`src/rtl/and4ff_rr_sched.sv`:
```
// Round-robin scheduler sharing one registered 4-input AND bank between NUM_REQ requesters.
// Optional result self-check (chk_err port) is enabled by defining AND4FF_SCHED_CHECK_EN.
module and4ff_rr_sched #(
  parameter int NO_OF_GATES = 1,
  parameter int NUM_REQ     = 4,
  localparam int ID_W       = (NUM_REQ > 1) ? $clog2(NUM_REQ) : 1
) (
  input  logic                           clock0,
  input  logic                           reset0,
  input  logic [NUM_REQ-1:0]             req_valid,
  output logic [NUM_REQ-1:0]             req_ready,
  input  logic [NUM_REQ*NO_OF_GATES-1:0] req_in0,
  input  logic [NUM_REQ*NO_OF_GATES-1:0] req_in1,
  input  logic [NUM_REQ*NO_OF_GATES-1:0] req_in2,
  input  logic [NUM_REQ*NO_OF_GATES-1:0] req_in3,
  output logic [NO_OF_GATES-1:0]         dp_in0,
  output logic [NO_OF_GATES-1:0]         dp_in1,
  output logic [NO_OF_GATES-1:0]         dp_in2,
  output logic [NO_OF_GATES-1:0]         dp_in3,
  input  logic [NO_OF_GATES-1:0]         dp_result,
  output logic                           rsp_valid,
  input  logic                           rsp_ready,
  output logic [ID_W-1:0]                rsp_id,
  output logic [NO_OF_GATES-1:0]         rsp_data
`ifdef AND4FF_SCHED_CHECK_EN
  ,
  output logic                           chk_err
`endif
);

  typedef enum logic [1:0] {IDLE = 2'd0, LOAD = 2'd1, CAPT = 2'd2, RESP = 2'd3} state_t;

  state_t                   state_r;
  state_t                   state_s;
  logic [ID_W-1:0]          last_r;
  logic [ID_W-1:0]          id_r;
  logic [ID_W-1:0]          grant_idx_s;
  logic [ID_W-1:0]          cand_s;
  logic                     grant_found_s;
  logic                     accept_s;
  logic [NO_OF_GATES-1:0]   sel0_s;
  logic [NO_OF_GATES-1:0]   sel1_s;
  logic [NO_OF_GATES-1:0]   sel2_s;
  logic [NO_OF_GATES-1:0]   sel3_s;

  // Round-robin search starting just after the last granted requester
  always_comb begin
    grant_found_s = 1'b0;
    grant_idx_s   = '0;
    cand_s        = '0;
    for (int i = 1; i <= NUM_REQ; i++) begin
      cand_s = ID_W'((int'(last_r) + i) % NUM_REQ);
      if (!grant_found_s && req_valid[cand_s]) begin
        grant_found_s = 1'b1;
        grant_idx_s   = cand_s;
      end else begin
        grant_found_s = grant_found_s;
      end
    end
  end

  // Operand slices of the currently selected requester
  always_comb begin
    sel0_s = req_in0[int'(grant_idx_s)*NO_OF_GATES +: NO_OF_GATES];
    sel1_s = req_in1[int'(grant_idx_s)*NO_OF_GATES +: NO_OF_GATES];
    sel2_s = req_in2[int'(grant_idx_s)*NO_OF_GATES +: NO_OF_GATES];
    sel3_s = req_in3[int'(grant_idx_s)*NO_OF_GATES +: NO_OF_GATES];
  end

  // Next-state logic and combinational grant; ready is suppressed during reset
  always_comb begin
    state_s   = state_r;
    req_ready = '0;
    accept_s  = 1'b0;
    case (state_r)
      IDLE: begin
        if (grant_found_s && !reset0) begin
          req_ready = NUM_REQ'(1) << grant_idx_s;
          accept_s  = 1'b1;
          state_s   = LOAD;
        end else begin
          state_s = IDLE;
        end
      end
      LOAD: state_s = CAPT;
      CAPT: state_s = RESP;
      RESP: begin
        if (rsp_ready) begin
          state_s = IDLE;
        end else begin
          state_s = RESP;
        end
      end
      default: state_s = IDLE;
    endcase
  end

  // State, arbitration pointer and operand registers
  always_ff @(posedge clock0) begin
    if (reset0) begin
      state_r <= IDLE;
      last_r  <= ID_W'(NUM_REQ - 1);
      id_r    <= '0;
      dp_in0  <= '0;
      dp_in1  <= '0;
      dp_in2  <= '0;
      dp_in3  <= '0;
    end else begin
      state_r <= state_s;
      if (accept_s) begin
        last_r <= grant_idx_s;
        id_r   <= grant_idx_s;
        dp_in0 <= sel0_s;
        dp_in1 <= sel1_s;
        dp_in2 <= sel2_s;
        dp_in3 <= sel3_s;
      end
    end
  end

  // Response channel: capture bank output in CAPT, hold until accepted
  always_ff @(posedge clock0) begin
    if (reset0) begin
      rsp_valid <= 1'b0;
      rsp_id    <= '0;
      rsp_data  <= '0;
    end else if (state_r == CAPT) begin
      rsp_valid <= 1'b1;
      rsp_id    <= id_r;
      rsp_data  <= dp_result;
    end else if ((state_r == RESP) && rsp_ready) begin
      rsp_valid <= 1'b0;
    end
  end

`ifdef AND4FF_SCHED_CHECK_EN
  // Sticky flag: bank output disagrees with a local AND of the driven operands
  always_ff @(posedge clock0) begin
    if (reset0) begin
      chk_err <= 1'b0;
    end else if ((state_r == CAPT) && (dp_result != (dp_in0 & dp_in1 & dp_in2 & dp_in3))) begin
      chk_err <= 1'b1;
    end
  end
`endif

endmodule

```
`config.mk`:
```
export PLATFORM = sky130hd
export DESIGN_NAME = and4ff_rr_sched
export DESIGN_NICKNAME = d
export VERILOG_FILES = /design/src/rtl/and4ff_rr_sched.sv
export SDC_FILE = /design/constraint.sdc
export NUM_CORES = 1
export LEC_CHECK = 0
export CORE_UTILIZATION = 43
export DETAILED_ROUTE_END_ITERATION = 10
export PLACE_DENSITY = 0.83
export SKIP_CTS_REPAIR_TIMING = 1
export SYNTH_ARGS = -nofsm -noshare
export SYNTH_HDL_FRONTEND = slang
export SYNTH_SLANG_ARGS = --single-unit
```
`constraint.sdc`:
```
create_clock -name clock0 -period 5.7 [get_ports clock0]
set_clock_uncertainty 0.15 [all_clocks]
set_input_delay 0.855 -clock clock0 [delete_from_list [all_inputs] [get_ports clock0]]
set_output_delay 0.855 -clock clock0 [all_outputs]
set_load 0.1 [all_outputs]
```
==> summary.txt, run 1 <==
STA
  • Fmax: 259 MHz
  • Worst-Margin Slew: 0.973 ns
  • Setup TNS: 0 ns
  • Final setup margin: 1.85 ns
  • Final period utilization: 0.676
  • RSZ-0062 raised after global routing: no
  • Fin crit period: 3.85 ns
  • Hold Fails Final Rpt: 0
  • Final Setup Violations: 0
  • Relative slew slack: 0.349
  • Final Slew Violations: 0

Flow run
  • Max-cap violation count: 0

Finish
  • Final Util: 0.739
  • Ratio of cells with drive above 1 in the final layout: 0.111
  • Multi-input gate area: 469 µm²
  • Number of diodes: 0
  • Nets@finish: 151
  • Fill count: 134
  • Area Growth Syn to Fin: 51.9%
  • FF+latch area: 280 µm²

Die
  • Die W: 44.5 µm
  • Core footprint: 0.00159 mm²
  • Initial Util: 0.487
  • Die Height: 44.5 µm
  • Num rows: 14
  • Die Area: 0.00198 mm²
  • Top Ports: 36

Placed design
  • Port buffer count: 35
  • RePlAce Congestion: 0.815
  • Place WS: 1.89 ns
  • HPWL after detailed placement: 1550 µm

CTS
  • Htree depth: 1
  • Clk root buf: clkbuf_4
  • Clk slew on worst S/H paths: 0.09 ns
  • Worst-skew pair later-pin latency: 0.27 ns
  • CTS tree: built
  • Num CTS Buffers: 3
  • Clock sinks: 14
  • Max Root-Sink Buffers: 2

Status
  • Outcome: complete, no violations

GRT
  • Initial antenna violation count: 0
  • First-pass GRT wire length: 3280 µm
  • GRT Util Overall: 0.219
  • Number of global-route vias before repair: 768
  • GRT overflow: 0
  • Largest net degree at the start of global routing: 12

Power and ir drop
  • Leakage: 0.489 nW
  • Int Pwr: 200 µW
  • Combinational share of power: 0.438
  • Pwr dens: 286 mW/mm²
  • Switching Share: 0.406
  • Total Power: 337 µW
  • Psw: 137 µW
  • Max VDD drop: 0.000204 V
  • Clock power share: 0.212
  • Seq pwr share: 0.351

Worst setup path
  • CP startpoint kind: input port
  • CP Class: input port to output port
  • Critical path buffers and inverters: 2
  • Critical path endpoint category: output port
  • RR Startpoint: last_r[1]
  • Reg2reg path depth: 5
  • Crit path DAT: 2.85 ns
  • Reg-to-Reg End: dp_in3
  • WP data required: 4.70 ns
  • CP cell instances: clkdlybuf4s50_1, nand3b_1, a31oi_1, and2_1, and2_1, buf_4
  • Top delay family on crit path: buffers and inverters
  • Worst-path cell with the longest stage delay: clkdlybuf4s50_1
  • Crit path max fanout: 11
  • Biggest cell delay along the critical path: 0.60 ns
  • R2R Setup Slk: 3.49 ns
  • Critical path's most frequent cell: and2_1

Hold path
  • Hold endpoint: id_r[1]
  • Hold crit path type: flip-flop to flip-flop
  • HP Start: id_r[1]
  • Worst Hold Depth: 2

Synthesis
  • Syn nets: 113
  • Asr flop ratio synth: 0
  • Avg Cell Area, Syn: 8.72 µm²
  • Synthesized flop and latch total: 14
  • Synth unique cells: 26
  • Synthesized area: 776 µm²
  • Post-synth EDFFs: 0
  • YS warnings: 0
  • Synth Flop Type: dfxtp_1
  • Post-Syn Instances: 89
  • Register area share after synthesis: 0.361

Drt
  • Final WL: 1980 µm
  • # DRC: 0
  • Initial drt markers: 15
  • Pre-Repair DR Iteration Count: 3
  • WL per Instance: 13.2 µm
  • ANT nets after route: 0
  • DR vias: 796
  • Vias per cell: 5.31
[worst max-delay path by stage]
stage / from / end / slack, ns / depth (start not counted)
after floorplan: reset0 / req_ready[2] / 1.68 / 5
after global placement: req_valid[3] / req_ready[3] / 1.96 / 6
after detailed placement: req_valid[3] / req_ready[3] / 1.89 / 6
after CTS: req_valid[3] / req_ready[3] / 1.88 / 6
after global routing: req_valid[3] / req_ready[3] / 1.66 / 6
final: req_valid[3] / req_ready[3] / 1.85 / 6
[worst reg2reg max path, cell delays in order, from the launching register on]
cell	delay, ns
dfxtp_1	0.44
mux2i_1	0.27
o22ai_2	0.13
nor2_2	0.44
mux2_4	0.34
a221o_1	0.34
[cell usage after synthesis (2+ instances only)]
library cell,n,share of area
a31oi_1,2,0.016
o21bai_1,3,0.029
a21oi_1,3,0.019
nand3b_1,5,0.048
clkbuf_1,3,0.015
nor3_1,2,0.013
nor2b_1,2,0.016
a221o_1,4,0.052
nor2_1,14,0.068
nand2b_1,3,0.024
nand2_1,4,0.019
mux2i_1,8,0.10
and2_1,2,0.016
dfxtp_1,14,0.36
mux2_1,3,0.044
nand3_1,4,0.026
inv_1,4,0.019
[cells in the final DEF (no fill, tap or decap), types with 2 or more instances in the layout]
cell	Yosys	layout
mux2i_1	8	8
nor3_1	2	2
mux2_1	3	3
a221o_1	4	4
nor2_1	14	14
clkdlybuf4s50_1	0	31
clkbuf_4	0	3
nor2b_1	2	2
a21oi_1	3	3
and2_1	2	2
inv_1	4	4
o21bai_1	3	3
nand2_1	4	4
dfxtp_1	14	14
buf_4	0	5
nand3_1	4	4
a31oi_1	2	2
nand2b_1	3	3
nand3b_1	5	5
[flip-flops by register name, summed over array words and instances, names as in the netlist]
name / count
dp_in2: 1
rsp_valid: 1
id_r: 2
state_r: 2
rsp_id: 2
dp_in3: 1
last_r: 2
dp_in1: 1
dp_in0: 1
rsp_data: 1
[cell families (layout without fill, tap and decap cells)]
logic type / Yosys count / in the layout / share of synthesized area
DFF: 14 / 14 / 0.361
AOI/OAI and AO/OA: 17 / 17 / 0.176
buffers and inverters: 7 / 44 / 0.0339
muxes: 12 / 12 / 0.166
and+or+nand+nor: 39 / 39 / 0.263
[power by group through the flow]
stage	sequential (mW)	combinational (mW)	clock, mW
CTS	0.118	0.147	0.0737
finish	0.118	0.147	0.0712
global route	0.119	0.156	0.0765
floorplan	0.164	0.0604	0
global placement	0.120	0.144	0
detailed placement	0.120	0.147	0
[final cells by class]
class / count / share of cell area
Sequential cell: 14 / 0.238
Inverter: 4 / 0.0127
Timing Repair Buffer: 36 / 0.295
Multi-Input combinational cell: 68 / 0.398
Tap cell: 24 / 0.0255
Clock buffer: 4 / 0.0308
[per-layer routing]
layer | vias up | wire length, µm | GRT usage
li1 | 395 | - | -
met1 | 383 | 912 | 0.277
met2 | 16 | 999 | 0.385
met3 | 2 | 65 | 0.0245
met4 | 0 | 6 | 0.0667
met5 | - | 0 | 0
[metrics by stage]
step	std cells	area [µm²]	hold slack (ns)
detailed placement	146	1140	0.302
global route	150	1180	0.355
CTS	150	1180	0.316
global placement	146	1140	0.285
floorplan	89	776	0.272
finish	150	1180	0.314
Note: power is estimated with default switching activity, not from simulation.
==> run 2, diff against run 1 <==
--- a/config.mk
+++ b/config.mk
@@ -5,9 +5,9 @@
 export SDC_FILE = /design/constraint.sdc
 export NUM_CORES = 1
 export LEC_CHECK = 0
-export CORE_UTILIZATION = 43
+export CORE_UTILIZATION = 40
 export DETAILED_ROUTE_END_ITERATION = 10
-export PLACE_DENSITY = 0.83
+export PLACE_DENSITY = 0.78
 export SKIP_CTS_REPAIR_TIMING = 1
 export SYNTH_ARGS = -nofsm -noshare
 export SYNTH_HDL_FRONTEND = slang
==> constraint.sdc (replaced) <==
create_clock -name clock0 -period 3.8 [get_ports clock0]
set_clock_uncertainty 0.15 [all_clocks]
set_input_delay 0.57 -clock clock0 [delete_from_list [all_inputs] [get_ports clock0]]
set_output_delay 0.57 -clock clock0 [all_outputs]
set_load 0.1 [all_outputs]
==> run 2 against run 1 <==
Against the previous run:
- total power is 52% higher
- highest routed layer unchanged
- die area up 7.2%
- largest cell class unchanged
- worst setup slack got worse by 1.3 ns
==> summary.txt, run 2 (same netlist as run 1, synthesis figures left out) <==
Status
  • Outcome: complete, no violations

Worst setup path
  • Critical path endpoint category: output port
  • CP startpoint kind: input port
  • Crit path max fanout: 11 (unchanged)
  • Crit path DAT: 2.52 ns (-0.33 ns)
  • CP Class: input port to output port
  • Reg2reg path depth: 5 (unchanged)
  • WP data required: 3.08 ns (-1.62 ns)

CTS
  • Clock sinks: 14 (unchanged)
  • Clk root buf: clkbuf_4
  • Clk slew on worst S/H paths: 0.08 ns (about the same)
  • Num CTS Buffers: 3 (unchanged)
  • Worst-skew pair later-pin latency: 0.28 ns (about the same)
  • Max Root-Sink Buffers: 2 (unchanged)
  • Htree depth: 1 (unchanged)
  • CTS tree: built

Drt
  • ANT nets after route: 0 (unchanged)
  • WL per Instance: 13.0 µm (-1.4%)
  • Met1 wire length: 836 µm (-8.3%)
  • Detailed route wirelength on metal3: 105 µm (+62%)
  • DR vias: 774 (-2.8%)
  • Top Layer Used: met4
  • Initial drt markers: 22 (+7)
  • # DRC: 0 (unchanged)
  • Pre-Repair DR Iteration Count: 4 (+1)
  • Routed wl met2: 1010 µm (+1.2%)
  • Vias per cell: 5.13 (-3.4%)
  • Final WL: 1970 µm (-0.76%)

Finish
  • Number of diodes: 0 (unchanged)
  • Commonest non-fill, non-tap cell in the layout: clkdlybuf4s50_1
  • Most frequent cells in the layout: 31 x clkdlybuf4s50_1, 14 x nor2_1, 14 x dfxtp_1
  • Area Growth Syn to Fin: 58.5%
  • Nets@finish: 151 (unchanged)
  • Ratio of cells with drive above 1 in the final layout: 0.111 (unchanged)

GRT
  • Largest net degree at the start of global routing: 12 (unchanged)
  • Number of global-route vias before repair: 712 (-7.3%)
  • GRT Util Overall: 0.200 (-0.0182)
  • Initial antenna violation count: 0 (unchanged)
  • First-pass GRT wire length: 3030 µm (-7.6%)
  • GRT overflow: 0 (unchanged)

STA
  • Worst-Margin Slew: 0.969 ns (-0.00473 ns)
  • Hold Fails Final Rpt: 0 (unchanged)
  • Fmax: 309 MHz
  • Worst hold margin: 0.311 ns (-0.00263 ns)
  • Final period utilization: 0.852
  • Final Slew Violations: 0 (unchanged)
  • Relative slew slack: 0.352 (+0.00316)
  • RSZ-0062 raised after global routing: no
  • Final Setup Violations: 0 (unchanged)
  • Setup TNS: 0 ns (unchanged)
  • Fin crit period: 3.24 ns

Power and ir drop
  • Seq pwr share: 0.347 (-0.004)
  • Combinational share of power: 0.445 (+0.007)
  • Leakage: 0.500 nW (+2.4%)
  • Int Pwr: 307 µW (+53%)
  • Max VDD drop: 0.000371 V (+82%)
  • Clock power share: 0.208 (-0.004)
  • Pwr dens: 417 mW/mm² (+46%)
  • Switching Share: 0.402 (-0.00420)
  • Psw: 206 µW (+51%)

Die
  • Top Ports: 36 (unchanged)
  • Num rows: 15 (+1)
  • Core footprint: 0.00176 mm² (+11%)
  • Die Area: 0.00212 mm² (+7.2%)
  • Initial Util: 0.440 (-0.0469)
  • Die W: 46.0 µm (+3.5%)
  • Die Height: 46.0 µm (+3.5%)

Placed design
  • HPWL after detailed placement: 1480 µm (-4.0%)
  • Port buffer count: 35 (unchanged)
  • RePlAce Congestion: 0.677 (-17%)

Flow run
  • Max-cap violation count: 0 (unchanged)

Hold path
  • Worst Hold Depth: 2 (unchanged)
  • Hold crit path type: flip-flop to flip-flop
-- run 2: cell counts in the layout (fill, tap and decap cells not counted) --
No cell type changed its count.
-- run 2: through the flow --
stage	util	setup slack [ns]	instances	area (µm²)	power, mW
after CTS	0.697	0.563	151	1230	0.518
after global placement	0.677	0.670	147	1190	0.405
after detailed placement	0.677	0.614	147	1190	0.409
after global routing	0.697	0.380	151	1230	0.539
after floorplan	-	0.348	89	776	0.336
final	0.697	0.561	151	1230	0.513
-- run 2: layout make-up --
type | instances | area (µm²)
Clock buffer | 4 | 36.3
Fill cell | 150 | 534
Inverter | 4 | 15.0
Multi-Input combinational cell | 68 | 469
Sequential cell | 14 | 280
Tap cell | 25 | 31.3
Timing Repair Buffer | 36 | 398
-- run 2: worst max-delay path, stage by stage --
cell             delay (ns)
clkdlybuf4s50_1        0.59
nand3b_1               0.11
a31oi_1                0.60
and2_1                 0.27
and2_1                 0.19
buf_12                 0.18
-- run 2: power by group through the flow --
stage	combinational (mW)	clock [mW]	sequential, mW
final	0.228	0.107	0.178
after global routing	0.240	0.118	0.180
after CTS	0.229	0.111	0.178
after detailed placement	0.228	0	0.181
after global placement	0.225	0	0.180
after floorplan	0.0906	0	0.246
-- run 2: path summary, 6_finish.rpt --
kind / startpoint / endpoint / slack, ns
max: req_valid[3] / req_ready[3] / 0.56
min: id_r[1] / id_r[1] / 0.31
max reg2reg: last_r[1] / dp_in0 / 1.62
min reg2reg: id_r[1] / id_r[1] / 0.31
-- run 2: metal layers --
metal	track usage	vias to the layer above
met5	0	-
met4	0.0588	0
met3	0.0675	4
met2	0.330	28
met1	0.245	348
li1	-	394
